$ cat config.mk
export PLATFORM = sky130hd
export DESIGN_NAME = pi1_to_axi4_dw
export DESIGN_NICKNAME = d
export VERILOG_FILES = /design/src/rtl/pi1_to_axi4_dw.sv
export SDC_FILE = /design/constraint.sdc
export NUM_CORES = 1
export LEC_CHECK = 0
export BUFFER_PORTS_ARGS = -buffer_cell sky130_fd_sc_hd__buf_4
export CORE_AREA = 2 2 149 151
export CTS_CLUSTER_SIZE = 28
export DETAILED_ROUTE_END_ITERATION = 8
export DIE_AREA = 0 0 151 153
export GPL_TIMING_DRIVEN = 1
export HOLD_SLACK_MARGIN = 0.12
export PLACE_DENSITY = 0.56
export SYNTH_ARGS = -nofsm -noshare
export SYNTH_HDL_FRONTEND = slang
export SYNTH_SLANG_ARGS = --single-unit
$ cat constraint.sdc
create_clock -name clk_i -period 5 [get_ports clk_i]
set_clock_uncertainty 0.15 [all_clocks]
set_input_delay 0.25 -clock clk_i [delete_from_list [all_inputs] [get_ports clk_i]]
set_output_delay 0.25 -clock clk_i [all_outputs]
set_load 0.01 [all_outputs]
$ cat src/rtl/pi1_to_axi4_dw.sv
// rtl/pi1_to_axi4_dw.sv - PI1 slave to single-beat AXI4 manager bridge with data-width lane steering
module pi1_to_axi4_dw #(
    parameter int ARCHBITSZ       = 32,
    parameter int AXI4_DATA_WIDTH = 64,
    parameter int AXI4_ID_WIDTH   = 4,
    parameter int AXI4_ID         = 0
) (
    input  logic                                      clk_i,
    input  logic                                      rst_i,

    input  logic [1:0]                                pi1_op_i,
    input  logic [ARCHBITSZ-$clog2(ARCHBITSZ/8)-1:0]  pi1_addr_i,
    input  logic [ARCHBITSZ-1:0]                      pi1_data_i,
    output logic [ARCHBITSZ-1:0]                      pi1_data_o,
    input  logic [ARCHBITSZ/8-1:0]                    pi1_sel_i,
    output logic                                      pi1_rdy_o,
    output logic                                      pi1_err_o,

    output logic [AXI4_ID_WIDTH-1:0]                  axi4_awid_o,
    output logic [ARCHBITSZ-1:0]                      axi4_awaddr_o,
    output logic [7:0]                                axi4_awlen_o,
    output logic [2:0]                                axi4_awsize_o,
    output logic [1:0]                                axi4_awburst_o,
    output logic                                      axi4_awlock_o,
    output logic [3:0]                                axi4_awcache_o,
    output logic [2:0]                                axi4_awprot_o,
    output logic [3:0]                                axi4_awqos_o,
    output logic                                      axi4_awvalid_o,
    input  logic                                      axi4_awready_i,

    output logic [AXI4_DATA_WIDTH-1:0]                axi4_wdata_o,
    output logic [AXI4_DATA_WIDTH/8-1:0]              axi4_wstrb_o,
    output logic                                      axi4_wlast_o,
    output logic                                      axi4_wvalid_o,
    input  logic                                      axi4_wready_i,

    output logic                                      axi4_bready_o,
    input  logic [AXI4_ID_WIDTH-1:0]                  axi4_bid_i,
    input  logic [1:0]                                axi4_bresp_i,
    input  logic                                      axi4_bvalid_i,

    output logic [AXI4_ID_WIDTH-1:0]                  axi4_arid_o,
    output logic [ARCHBITSZ-1:0]                      axi4_araddr_o,
    output logic [7:0]                                axi4_arlen_o,
    output logic [2:0]                                axi4_arsize_o,
    output logic [1:0]                                axi4_arburst_o,
    output logic                                      axi4_arlock_o,
    output logic [3:0]                                axi4_arcache_o,
    output logic [2:0]                                axi4_arprot_o,
    output logic [3:0]                                axi4_arqos_o,
    output logic                                      axi4_arvalid_o,
    input  logic                                      axi4_arready_i,

    output logic                                      axi4_rready_o,
    input  logic [AXI4_ID_WIDTH-1:0]                  axi4_rid_i,
    input  logic [AXI4_DATA_WIDTH-1:0]                axi4_rdata_i,
    input  logic [1:0]                                axi4_rresp_i,
    input  logic                                      axi4_rlast_i,
    input  logic                                      axi4_rvalid_i
);

    localparam int WORD_BYTES = ARCHBITSZ / 8;
    localparam int ADDR_LSB   = $clog2(WORD_BYTES);
    localparam int LANES      = AXI4_DATA_WIDTH / ARCHBITSZ;
    localparam int LANE_W     = (LANES > 1) ? $clog2(LANES) : 1;

    localparam logic [1:0] OP_NOOP = 2'b00;
    localparam logic [1:0] OP_WR   = 2'b01;
    localparam logic [1:0] OP_RD   = 2'b10;

    localparam logic [2:0] S_IDLE   = 3'd0;
    localparam logic [2:0] S_RD     = 3'd1;
    localparam logic [2:0] S_WR     = 3'd2;
    localparam logic [2:0] S_RMW_RD = 3'd3;
    localparam logic [2:0] S_RMW_WR = 3'd4;

    logic [2:0]              state;
    logic [ARCHBITSZ-1:0]    addr_q;
    logic [ARCHBITSZ-1:0]    data_q;
    logic [WORD_BYTES-1:0]   sel_q;
    logic [LANE_W-1:0]       lane_q;
    logic [ARCHBITSZ-1:0]    rmw_data_q;
    logic                    awvalid_q;
    logic                    wvalid_q;
    logic                    arvalid_q;

    logic [ADDR_LSB-1:0]     sel_lsb;
    logic [LANE_W-1:0]       lane_next;
    logic [ARCHBITSZ-1:0]    lane_rdata;
    logic                    in_rd;
    logic                    in_wr;
    logic                    r_hs;
    logic                    b_hs;
    logic                    complete;
    logic                    accept;

    // Byte offset inside the word comes from the lowest enabled byte lane
    always_comb begin
        sel_lsb = '0;
        for (int i = WORD_BYTES - 1; i >= 0; i--) begin
            if (pi1_sel_i[i]) sel_lsb = ADDR_LSB'(i);
        end
    end

    assign lane_next  = (LANES > 1) ? pi1_addr_i[LANE_W-1:0] : '0;
    assign lane_rdata = axi4_rdata_i[int'(lane_q)*ARCHBITSZ +: ARCHBITSZ];

    assign in_rd = (state == S_RD) || (state == S_RMW_RD);
    assign in_wr = (state == S_WR) || (state == S_RMW_WR);
    assign r_hs  = in_rd && axi4_rvalid_i;
    // A B response only counts once both AW and W have been accepted
    assign b_hs  = in_wr && axi4_bvalid_i && !awvalid_q && !wvalid_q;

    assign complete = ((state == S_RD) && r_hs)
                    || ((state == S_RMW_RD) && r_hs && axi4_rresp_i[1])
                    || b_hs;

    assign pi1_rdy_o = (state == S_IDLE) || complete;
    assign pi1_err_o = (r_hs && axi4_rresp_i[1]) || (b_hs && axi4_bresp_i[1]);
    assign accept    = pi1_rdy_o && (pi1_op_i != OP_NOOP);

    always_comb begin
        pi1_data_o = '0;
        if ((state == S_RD) && r_hs) pi1_data_o = lane_rdata;
        else if ((state == S_RMW_WR) && b_hs) pi1_data_o = rmw_data_q;
    end

    always_ff @(posedge clk_i or posedge rst_i) begin
        if (rst_i) begin
            state      <= S_IDLE;
            addr_q     <= '0;
            data_q     <= '0;
            sel_q      <= '0;
            lane_q     <= '0;
            rmw_data_q <= '0;
            awvalid_q  <= 1'b0;
            wvalid_q   <= 1'b0;
            arvalid_q  <= 1'b0;
        end else begin
            if (arvalid_q && axi4_arready_i) arvalid_q <= 1'b0;
            if (awvalid_q && axi4_awready_i) awvalid_q <= 1'b0;
            if (wvalid_q && axi4_wready_i)   wvalid_q  <= 1'b0;

            if ((state == S_RMW_RD) && r_hs && !axi4_rresp_i[1]) begin
                state      <= S_RMW_WR;
                rmw_data_q <= lane_rdata;
                awvalid_q  <= 1'b1;
                wvalid_q   <= 1'b1;
            end

            if (accept) begin
                addr_q <= {pi1_addr_i, sel_lsb};
                data_q <= pi1_data_i;
                sel_q  <= pi1_sel_i;
                lane_q <= lane_next;
                if (pi1_op_i == OP_WR) begin
                    state     <= S_WR;
                    awvalid_q <= 1'b1;
                    wvalid_q  <= 1'b1;
                end else begin
                    state     <= (pi1_op_i == OP_RD) ? S_RD : S_RMW_RD;
                    arvalid_q <= 1'b1;
                end
            end else if (complete) begin
                state <= S_IDLE;
            end
        end
    end

    always_comb begin
        axi4_wstrb_o = '0;
        axi4_wstrb_o[int'(lane_q)*WORD_BYTES +: WORD_BYTES] = sel_q;
    end

    assign axi4_wdata_o   = {LANES{data_q}};
    assign axi4_wlast_o   = wvalid_q;
    assign axi4_wvalid_o  = wvalid_q;
    assign axi4_bready_o  = in_wr;
    assign axi4_rready_o  = in_rd;

    assign axi4_awid_o    = AXI4_ID_WIDTH'(AXI4_ID);
    assign axi4_awaddr_o  = addr_q;
    assign axi4_awlen_o   = 8'd0;
    assign axi4_awsize_o  = 3'(ADDR_LSB);
    assign axi4_awburst_o = 2'b01;
    assign axi4_awlock_o  = 1'b0;
    assign axi4_awcache_o = 4'd0;
    assign axi4_awprot_o  = 3'd0;
    assign axi4_awqos_o   = 4'd0;
    assign axi4_awvalid_o = awvalid_q;

    assign axi4_arid_o    = AXI4_ID_WIDTH'(AXI4_ID);
    assign axi4_araddr_o  = addr_q;
    assign axi4_arlen_o   = 8'd0;
    assign axi4_arsize_o  = 3'(ADDR_LSB);
    assign axi4_arburst_o = 2'b01;
    assign axi4_arlock_o  = 1'b0;
    assign axi4_arcache_o = 4'd0;
    assign axi4_arprot_o  = 3'd0;
    assign axi4_arqos_o   = 4'd0;
    assign axi4_arvalid_o = arvalid_q;

    // Single outstanding transaction: IDs, rlast and the low resp bit carry no information here
    logic unused_inputs;
    assign unused_inputs = ^{axi4_bid_i, axi4_rid_i, axi4_rlast_i, axi4_bresp_i[0], axi4_rresp_i[0]};

endmodule

==> results.toml, run 1 <==
[run_status]
status = "complete, no violations"

[logic_synthesis]
yosys.area.top_type = "dfrtp_1"
post_synth.cell_area_avg_um2 = 10.7
ys_ff_latch = 106
synth-main-ff-cell = "dfrtp_1"
synth_top_cells_by_area = "dfrtp_1 (47%), buf_4 (17%), mux2_2 (14%)"
asyncSetResetFlopFracSynth_pct = 100
post_synth_inst_count = 532
synth_edf_count = 0
mappedNetlistArea_mm2 = 0.00567
post_synth_num_cell_types = 26
synth_top_area_share_pct = 46.8
synth.yosys.warnings = 0
synthMostInstantiatedCell = "buf_4"
synthTopCellsByCount = "buf_4 (128), dfrtp_1 (106), mux2_2 (68)"
synth_seq_area_share_pct = 46.8

[floorplanning]
floorplan.rows = 54
die_span_in_x_um = 151
design.die.area_mm2 = 0.0231
initial_core_util_pct = 26.4
top_level_ports = 386
core_mm2 = 0.0215
die_h_um = 153

[setup_path]
worst_setup_path_start_kind = "flop"
path_max_fanout = 46
crit_arrival_ns = 3.06
setup.worst_path.class = "reg2reg"
crit_required_ns = 5.08
setup.worst_path.end_class = "flop"

[clocking]
cts_num_sinks = 106
insertion_delay_ns = 0.34
clk_pin_slew_worst_paths_ns = 0.08
cts_tree = "done"
clockBufferDepth = 2
cts.htree.levels = 3
clk_root_buffer_cell = "clkbuf_16"
postCtsSetupBuffers = 0
numCtsBuffers = 9

[place]
io_buffers = 316
dpl_worst_slack_ns = 2.00
dpl.hpwl_um = 11100
gp_congestion = 0.731

[timing]
slew-limit-headroom_pct = 43.0
grt_setup_unrepaired = "false"
fin_crit_ns = 2.99
final.setup.worst_slack_ns = 2.01
fin_setup_tns_ns = 0
timing.final.crit_share_pct = 59.7
pin_slew_with_the_least_headroom_to_its_limit_ns = 0.855
maximum_achievable_frequency_ghz = 0.335
timing.hold.ws_ns = 0.153
timing.final.setup_violations = 0
timing_hold_violations_final = 0
slew_viol_final = 0

[finish]
drive_gt1_share_pct = 45.2
count_of_inserted_antenna_diode_cells = 0
finalNetCount = 1059
final.fill_count = 2058
regArea_mm2 = 0.00265
synthToLayoutAreaGrowth_pct = 62.7
multiInputGateArea_mm2 = 0.00213

[grt]
grt_start_max_net_pins = 67
gr-total-overflow = 0
grt_first_pass_wirelength_um = 25200
grt_antenna_before_repair = 0
grt_pass1_vias = 4963
groute.usage.overall_pct = 13.8

[power_and_ir_drop]
vdd_drop_max_v = 0.000296
power.density_mw_per_mm2 = 563
pwr_total_mw = 5.19
cellLeakagePower_nw = 4.44

[routing]
postRouteWirelength_um = 16400
drt-wirelength-per-cell_um = 13.8
drt_drc_violations_left = 0
number_of_vias_in_the_routed_layout = 4873
detail_route.iter0.violations = 109
avgViaCountPerCell = 4.09
drt.antenna.violating_nets = 0
drtPass1Iterations = 4

[flow_run]
drv_cap = 0

[hold_path]
hold_path.class = "in2reg"
==> routing by layer <==
layer | up-vias | global-route usage, % | wire (um)
met5 | - | 0 | 0
met4 | 0 | 3.25 | 171
met3 | 14 | 3.46 | 1260
met2 | 225 | 25.9 | 8640
met1 | 2300 | 15.5 | 6340
li1 | 2334 | - | -
==> flip-flops by register name, summed over array words and instances, names as in the netlist <==
name and count:
axi4_awvalid_o 1, axi4_arvalid_o 1, data_q 32, sel_q 4, state 3, axi4_araddr_o 32
axi4_wlast_o 1, rmw_data_q 32
==> critical path, cell delays in order (launching register included) <==
cell and delay, ns:
dfrtp_1 0.45, or4b_4 0.59, o32ai_2 0.23, o21a_4 0.61
buf_4 0.42, mux2_2 0.37
==> metrics by stage <==
step	cell area [um^2]	instances	utilization (%)
floorplan	5880	588	-
global placement	7570	1040	35.2
detailed placement	7570	1040	35.2
CTS	9230	1191	42.9
global route	9230	1191	42.9
finish	9230	1191	42.9
==> cell type report <==
cell class / instances / share of cell area [%]
repair buffers: 457 / 40.9
flip-flops and latches: 106 / 28.8
multi-input cells: 327 / 23.1
well taps: 280 / 3.80
clock buffers: 9 / 2.44
clock inverters: 6 / 0.800
inverters: 6 / 0.271
==> where the power goes <==
part	total, mW	switching [mW]	internal [mW]	leakage [nW]
registers	1.67	0.365	1.30	1.23
clock network	0.736	0.342	0.394	0.140
logic	2.79	1.19	1.60	3.07
==> repair_timing <==
item	in CTS	in global routing
hold buffers	136	0
hold endpoints to repair	168	0
gates resized for setup	0	0
==> path summary, 6_finish.rpt <==
path                                  startpoint                end  slack [ns]  cells past startpoint
worst max-delay path                    state[0]  axi4_araddr_o[14]        2.01                      5
worst min-delay path            axi4_rdata_i[30]     rmw_data_q[30]        0.15                      3
worst max register to register          state[0]  axi4_araddr_o[14]        2.01                      5
worst min register to register    axi4_awvalid_o     axi4_awvalid_o        0.38                      2
max in group asynchronous                  rst_i   axi4_araddr_o[2]        3.09                      4
min in group asynchronous                  rst_i  axi4_araddr_o[13]        0.51                      3
==> layout by cell type, fill, tap and decap left out, drive strengths merged, types with 32 or more instances in the layout <==
cell type and count:
buf 321, mux2 68, dlygate4sd3 136, a21oi 35
o21ai 35, nand2 40, nor2 37, mux2i 32
conb 58, dfrtp 106
==> cells by family after synthesis <==
family                    synth area share [%]
and+or+nand+nor                           7.17
buffers and inverters                     19.6
AOI/OAI and AO/OA                         7.02
muxes                                     19.2
DFF                                       46.8
xor gates and xnor gates                 0.155
other                                    0.132
No activity file was read; power rests on OpenSTA's default activity.
==> run 2, diff against run 1 <==
==> config.mk (replaced) <==
export PLATFORM = sky130hd
export DESIGN_NAME = pi1_to_axi4_dw
export DESIGN_NICKNAME = d
export VERILOG_FILES = /design/src/rtl/pi1_to_axi4_dw.sv
export SDC_FILE = /design/constraint.sdc
export NUM_CORES = 1
export LEC_CHECK = 0
export ABC_AREA = 1
export BUFFER_PORTS_ARGS = -buffer_cell sky130_fd_sc_hd__buf_4
export CORE_ASPECT_RATIO = 0.6
export CORE_MARGIN = 2
export CORE_UTILIZATION = 32
export CTS_CLUSTER_SIZE = 28
export DETAILED_ROUTE_END_ITERATION = 8
export GPL_TIMING_DRIVEN = 1
export HOLD_SLACK_MARGIN = 0.12
export PLACE_DENSITY = 0.64
export SYNTH_ARGS = -nofsm -noshare
export SYNTH_HDL_FRONTEND = slang
export SYNTH_SLANG_ARGS = --single-unit
==> constraint.sdc (replaced) <==
create_clock -name clk_i -period 2.8 [get_ports clk_i]
set_clock_uncertainty 0.15 [all_clocks]
set_input_delay 0.14 -clock clk_i [delete_from_list [all_inputs] [get_ports clk_i]]
set_output_delay 0.14 -clock clk_i [all_outputs]
set_load 0.01 [all_outputs]
==> results.toml, run 2 <==
[run_status]
status = "complete, no violations"

[logic_synthesis]
post_synth_inst_count = 801
synthMostInstantiatedCell = "nand2_1"
synthTopCellsByCount = "nand2_1 (279), buf_4 (131), dfrtp_1 (106)"
synth_seq_area_share_pct = 43.8
synth.yosys.warnings = 0
post_synth_num_cell_types = 25
asyncSetResetFlopFracSynth_pct = 100
synth_edf_count = 0
synth_top_cells_by_area = "dfrtp_1 (44%), nand2_1 (17%), buf_4 (16%)"
synth_top_area_share_pct = 43.8
synth-main-ff-cell = "dfrtp_1"
post_synth.cell_area_avg_um2 = 7.55
ys_ff_latch = 106
yosys.area.top_type = "dfrtp_1"
mappedNetlistArea_mm2 = 0.00605

[routing]
avgViaCountPerCell = 4.37
detail_route.iter0.violations = 277
postRouteWirelength_um = 19700
number_of_vias_in_the_routed_layout = 6167
drtPass1Iterations = 4
drt.antenna.violating_nets = 0
drt-wirelength-per-cell_um = 13.9
drt_drc_violations_left = 0

[finish]
layout.cell_area.non_filler_mm2 = 0.00958
count_of_inserted_antenna_diode_cells = 0
most_common_cell_after_layout_fill_and_taps_aside = "buf_4"
synthToLayoutAreaGrowth_pct = 58.4
finalNetCount = 1318
drive_gt1_share_pct = 30.0
layout_common_cells = "buf_4 (324), nand2_1 (279), dlygate4sd3_1 (137)"

[floorplanning]
die_span_in_x_um = 182
floorplan.rows = 38
top_level_ports = 386
initial_core_util_pct = 33.0
core_mm2 = 0.0183
design.die.area_mm2 = 0.0201
die_h_um = 111

[clocking]
cts_tree = "done"
postCtsSetupBuffers = 0
clk_root_buffer_cell = "clkbuf_16"
clockBufferDepth = 2
cts_num_sinks = 106
numCtsBuffers = 9
insertion_delay_ns = 0.34
cts.htree.levels = 3
clk_pin_slew_worst_paths_ns = 0.07

[timing]
timing.final.setup_violations = 0
fin_crit_ns = 2.60
timing.final.crit_share_pct = 92.7
slew-limit-headroom_pct = 39.6
maximum_achievable_frequency_ghz = 0.385
pin_slew_with_the_least_headroom_to_its_limit_ns = 0.907
slew_viol_final = 0
grt_setup_unrepaired = "false"
fin_setup_tns_ns = 0
timing_hold_violations_final = 0

[setup_path]
worst-r2r-cell-count = 9
regToRegStartpoint = "state[1]"
regToRegSetupSlack_ns = 0.22
crit_arrival_ns = 2.31
crit_required_ns = 2.51
cell_by_cell_listing_of_the_critical_path = "buf_4 > nand2_1 > nand2_1 > dlygate4sd3_1 > inv_1 > o22ai_1 > buf_4"
setup.worst_path.end_class = "primary output"
r2r-end = "axi4_arvalid_o"
critical_path_max_stage_delay_ns = 0.56
path_delay_family = "buffers and inverters"
setup.worst_path.class = "reg2out"
worst_setup_path_start_kind = "flop"
worst-path-buf-inv = 4
path_max_fanout = 43
critPathSlowestCell = "dlygate4sd3_1"

[grt]
grt_start_max_net_pins = 53
grt_first_pass_wirelength_um = 30900
grt_pass1_vias = 5879
grt_antenna_before_repair = 0
groute.usage.overall_pct = 19.1
gr-total-overflow = 0

[power_and_ir_drop]
pwr_total_mw = 9.54
cellLeakagePower_nw = 5.33
power.density_mw_per_mm2 = 995
vdd_drop_max_v = 0.000493

[place]
io_buffers = 316
detailed_place.area_mm2 = 0.00792
gp_congestion = 0.776
dpl.hpwl_um = 13500

[flow_run]
drv_cap = 0

[hold_path]
hold_path.class = "in2reg"
hold_start = "axi4_rvalid_i"
worstHoldEndpoint = "state[2]"
timing.hold.worst_path_depth = 5
-- run 2: cell count changes after synthesis, moves of 4 or more --
cell / change
mux2i_1: -32
mux2_2: -68
o22ai_1: +28
nor2b_1: -6
a21oi_1: -33
nor2_1: -25
clkbuf_1: +4
inv_1: +75
o21ai_1: +5
buf_2: +11
nand2_1: +239
nand3_1: +71
and2_1: -4
-- run 2: power breakdown --
part | switching [mW] | internal [mW]
Sequential | 0.620 | 2.30
Clock | 0.591 | 0.662
Combinational | 2.85 | 2.52
Total | 4.06 | 5.48
-- run 2: cells by family (layout without fill, tap and decap cells) --
group                  after synthesis  in the layout  synth area share [%]
other                                2             58                 0.124
and+or+nand+nor                    371            371                  25.1
buffers and inverters              248            562                  24.1
AOI/OAI and AO/OA                   74             74                  6.83
DFF                                106            106                  43.8
-- run 2: worst max-delay path by stage --
stage	from	to	slack [ns]	cells past startpoint
6_report	axi4_araddr_o[2]	pi1_data_o[26]	0.20	7
5_1_grt	axi4_araddr_o[2]	pi1_data_o[25]	0.03	7
4_1_cts	state[1]	axi4_arvalid_o	0.04	9
3_5_place_dp	state[1]	axi4_araddr_o[30]	0.59	8
3_3_place_gp	state[1]	data_q[27]	0.63	8
2_1_floorplan	axi4_awvalid_o	pi1_data_o[0]	1.18	6
-- run 2: per-layer routing --
| layer | vias up | routed length (um) | GRT usage (%) |
|---|---|---|---|
| met1 | 2904 | 9030 | 25.3 |
| met5 | - | 0 | 0 |
| li1 | 3018 | - | - |
| met2 | 230 | 9470 | 32.5 |
| met4 | 0 | 179 | 3.63 |
| met3 | 15 | 999 | 3.69 |
-- run 2: layout make-up --
| cell class | count | area, um^2 |
|---|---|---|
| clock inverters | 4 | 33.8 |
| multi-input cells | 503 | 2160 |
| clock buffers | 12 | 256 |
| well taps | 240 | 300 |
| inverters | 81 | 308 |
| flip-flops and latches | 106 | 2650 |
| fillers | 1684 | 8720 |
| repair buffers | 465 | 3870 |
-- run 2: through the flow --
| step | hold slack, ns | utilization [%] | cells | setup WS, ns |
|---|---|---|---|---|
| after floorplan | 0.0864 | - | 857 | 1.18 |
| after global placement | 0.172 | 43.3 | 1258 | 0.631 |
| after detailed placement | 0.160 | 43.3 | 1258 | 0.588 |
| after CTS | 0.168 | 52.3 | 1411 | 0.0390 |
| after global routing | 0.219 | 52.4 | 1411 | 0.0346 |
| final | 0.187 | 52.4 | 1411 | 0.204 |
-- run 2: tightest hold or removal path: cells and delay by family --
| kind | cells | cell delay [ns] |
|---|---|---|
| and+or+nand+nor | 2 | 0.25 |
| AOI/OAI and AO/OA | 2 | 0.16 |
| buffers and inverters | 1 | 0.09 |
-- run 2: repair_timing --
item | CTS | global route
hold buffers | 137 | 0
resized for setup | 0 | 1
hold endpoints to repair | 136 | 0
endpoints found under the setup margin | 0 | 1
==> run 3, diff against run 2 <==
--- a/config.mk
+++ b/config.mk
@@ -8,13 +8,13 @@
 export ABC_AREA = 1
 export BUFFER_PORTS_ARGS = -buffer_cell sky130_fd_sc_hd__buf_4
 export CORE_ASPECT_RATIO = 0.6
-export CORE_MARGIN = 2
-export CORE_UTILIZATION = 32
+export CORE_MARGIN = 3
+export CORE_UTILIZATION = 25
 export CTS_CLUSTER_SIZE = 28
 export DETAILED_ROUTE_END_ITERATION = 8
 export GPL_TIMING_DRIVEN = 1
 export HOLD_SLACK_MARGIN = 0.12
-export PLACE_DENSITY = 0.64
+export PLACE_DENSITY = 0.53
 export SYNTH_ARGS = -nofsm -noshare
 export SYNTH_HDL_FRONTEND = slang
 export SYNTH_SLANG_ARGS = --single-unit
==> results.toml, run 3 (synthesis gave the netlist of run 2 again) <==
[finish]
layout_common_cells = "buf_4 (322), nand2_1 (279), dlygate4sd3_1 (140)"
drive_gt1_share_pct = 30.0
layout.cell_area.non_filler_mm2 = 0.00975
synthToLayoutAreaGrowth_pct = 61.2
layout.cells.non_filler = 1486
count_of_inserted_antenna_diode_cells = 0
finalNetCount = 1319
most_common_cell_after_layout_fill_and_taps_aside = "buf_4"

[clocking]
cts.htree.levels = 3
cts_num_sinks = 106
cts_tree = "done"
clockBufferDepth = 2
numCtsBuffers = 9
insertion_delay_ns = 0.35
clk_pin_slew_worst_paths_ns = 0.07
clk_root_buffer_cell = "clkbuf_16"

[power_and_ir_drop]
power.density_mw_per_mm2 = 1010
cellLeakagePower_nw = 5.36
vdd_drop_max_v = 0.000464

[setup_path]
path_max_fanout = 24
crit_required_ns = 2.51
regToRegSetupSlack_ns = 0.24
regToRegStartpoint = "axi4_araddr_o[2]"
worst-r2r-cell-count = 8
r2r-end = "rmw_data_q[22]"
setup.worst_path.end_class = "primary output"
crit_arrival_ns = 2.31
setup.worst_path.class = "reg2out"
worst_setup_path_start_kind = "flop"

[routing]
top_signal_layer_used = "met4"
drt.antenna.violating_nets = 0
drtPass1Iterations = 4
met3_wirelength_um = 1290
routed-wl-met2_um = 9640
drt-wirelength-per-cell_um = 13.8
drt_drc_violations_left = 0
detail_route.iter0.violations = 332
wl_met1_um = 9430
number_of_vias_in_the_routed_layout = 6055
avgViaCountPerCell = 4.07
postRouteWirelength_um = 20500

[grt]
grt_start_max_net_pins = 74
grt_pass1_vias = 5888
groute.usage.overall_pct = 15.1
grt_antenna_before_repair = 0
grt_first_pass_wirelength_um = 31500
gr-total-overflow = 0

[floorplanning]
initial_core_util_pct = 25.8
die_h_um = 126
floorplan.rows = 43
die_span_in_x_um = 207
core_mm2 = 0.0235
top_level_ports = 386
design.die.area_mm2 = 0.0262

[place]
number_of_placed_instances_with_taps_included = 1331
detailed_place.area_mm2 = 0.00799
dpl.hpwl_um = 14400
io_buffers = 316
dpl_worst_slack_ns = 0.511
gp_congestion = 0.730

[flow_run]
drv_cap = 0

[hold_path]
hold_start = "axi4_rvalid_i"
timing.hold.worst_path_depth = 5
worstHoldEndpoint = "state[2]"
hold_path.class = "in2reg"

[timing]
timing.final.crit_share_pct = 92.8
fin_setup_tns_ns = 0
pin_slew_with_the_least_headroom_to_its_limit_ns = 0.866
grt_setup_unrepaired = "false"
timing_hold_violations_final = 0
slew-limit-headroom_pct = 42.2
fin_crit_ns = 2.60
maximum_achievable_frequency_ghz = 0.385
final.setup.worst_slack_ns = 0.202
timing.hold.ws_ns = 0.155
timing.final.setup_violations = 0
slew_viol_final = 0

[run_status]
status = "complete, no violations"
[run 3: worst max-delay path by stage]
stage,from,endpoint,slack [ns],depth (start not counted)
after floorplan,axi4_awvalid_o,pi1_data_o[0],1.18,6
after global placement,axi4_awvalid_o,axi4_araddr_o[1],0.52,8
after detailed placement,axi4_awvalid_o,sel_q[2],0.51,8
after CTS,axi4_araddr_o[2],pi1_data_o[22],0.03,8
after global routing,axi4_araddr_o[2],rmw_data_q[29],0.07,8
final,axi4_araddr_o[2],pi1_data_o[22],0.20,8
[run 3: per-stage QoR]
stage | total power, mW | utilization, %
after floorplan | 6.13 | -
after detailed placement | 7.98 | 34.0
after global placement | 7.92 | 34.0
final | 9.85 | 41.6
after CTS | 9.98 | 41.5
after global routing | 10.7 | 41.6
[run 3: final cells by class]
| cell class | instances | area [um^2] |
|---|---|---|
| Clock buffer | 11 | 253 |
| Tap cell | 315 | 394 |
| Fill cell | 2347 | 13700 |
| Inverter | 81 | 312 |
| Multi-Input combinational cell | 503 | 2160 |
| Timing Repair Buffer | 466 | 3880 |
| Clock inverter | 4 | 98.8 |
| Sequential cell | 106 | 2650 |
[run 3: repair_timing]
item / 4_1_cts / 5_1_grt
endpoints found under the setup margin: 0 / 24
hold buffers: 140 / 0
endpoints found under the hold margin: 128 / 0
buffers inserted: 0 / 0
resized for setup: 0 / 3
[run 3: report_power, final]
group / total, mW / switching, mW / internal [mW]
Clock: 1.51 / 0.588 / 0.921
Sequential: 2.91 / 0.614 / 2.30
Combinational: 5.43 / 2.88 / 2.55
[run 3: metal layers]
layer | track usage, % | vias up
met3 | 3.98 | 11
met5 | 0 | -
li1 | - | 3020
met4 | 2.50 | 0
met1 | 20.4 | 2841
met2 | 24.8 | 183
[run 3: worst max-delay path: stages (launching register included)]
cell and delay, ns:
dfrtp_2 0.43, clkinvlp_4 0.16, buf_6 0.24, nand2_1 0.09, nand2_1 0.07, dlygate4sd3_1 0.55
inv_1 0.05, o22ai_1 0.18, buf_4 0.16
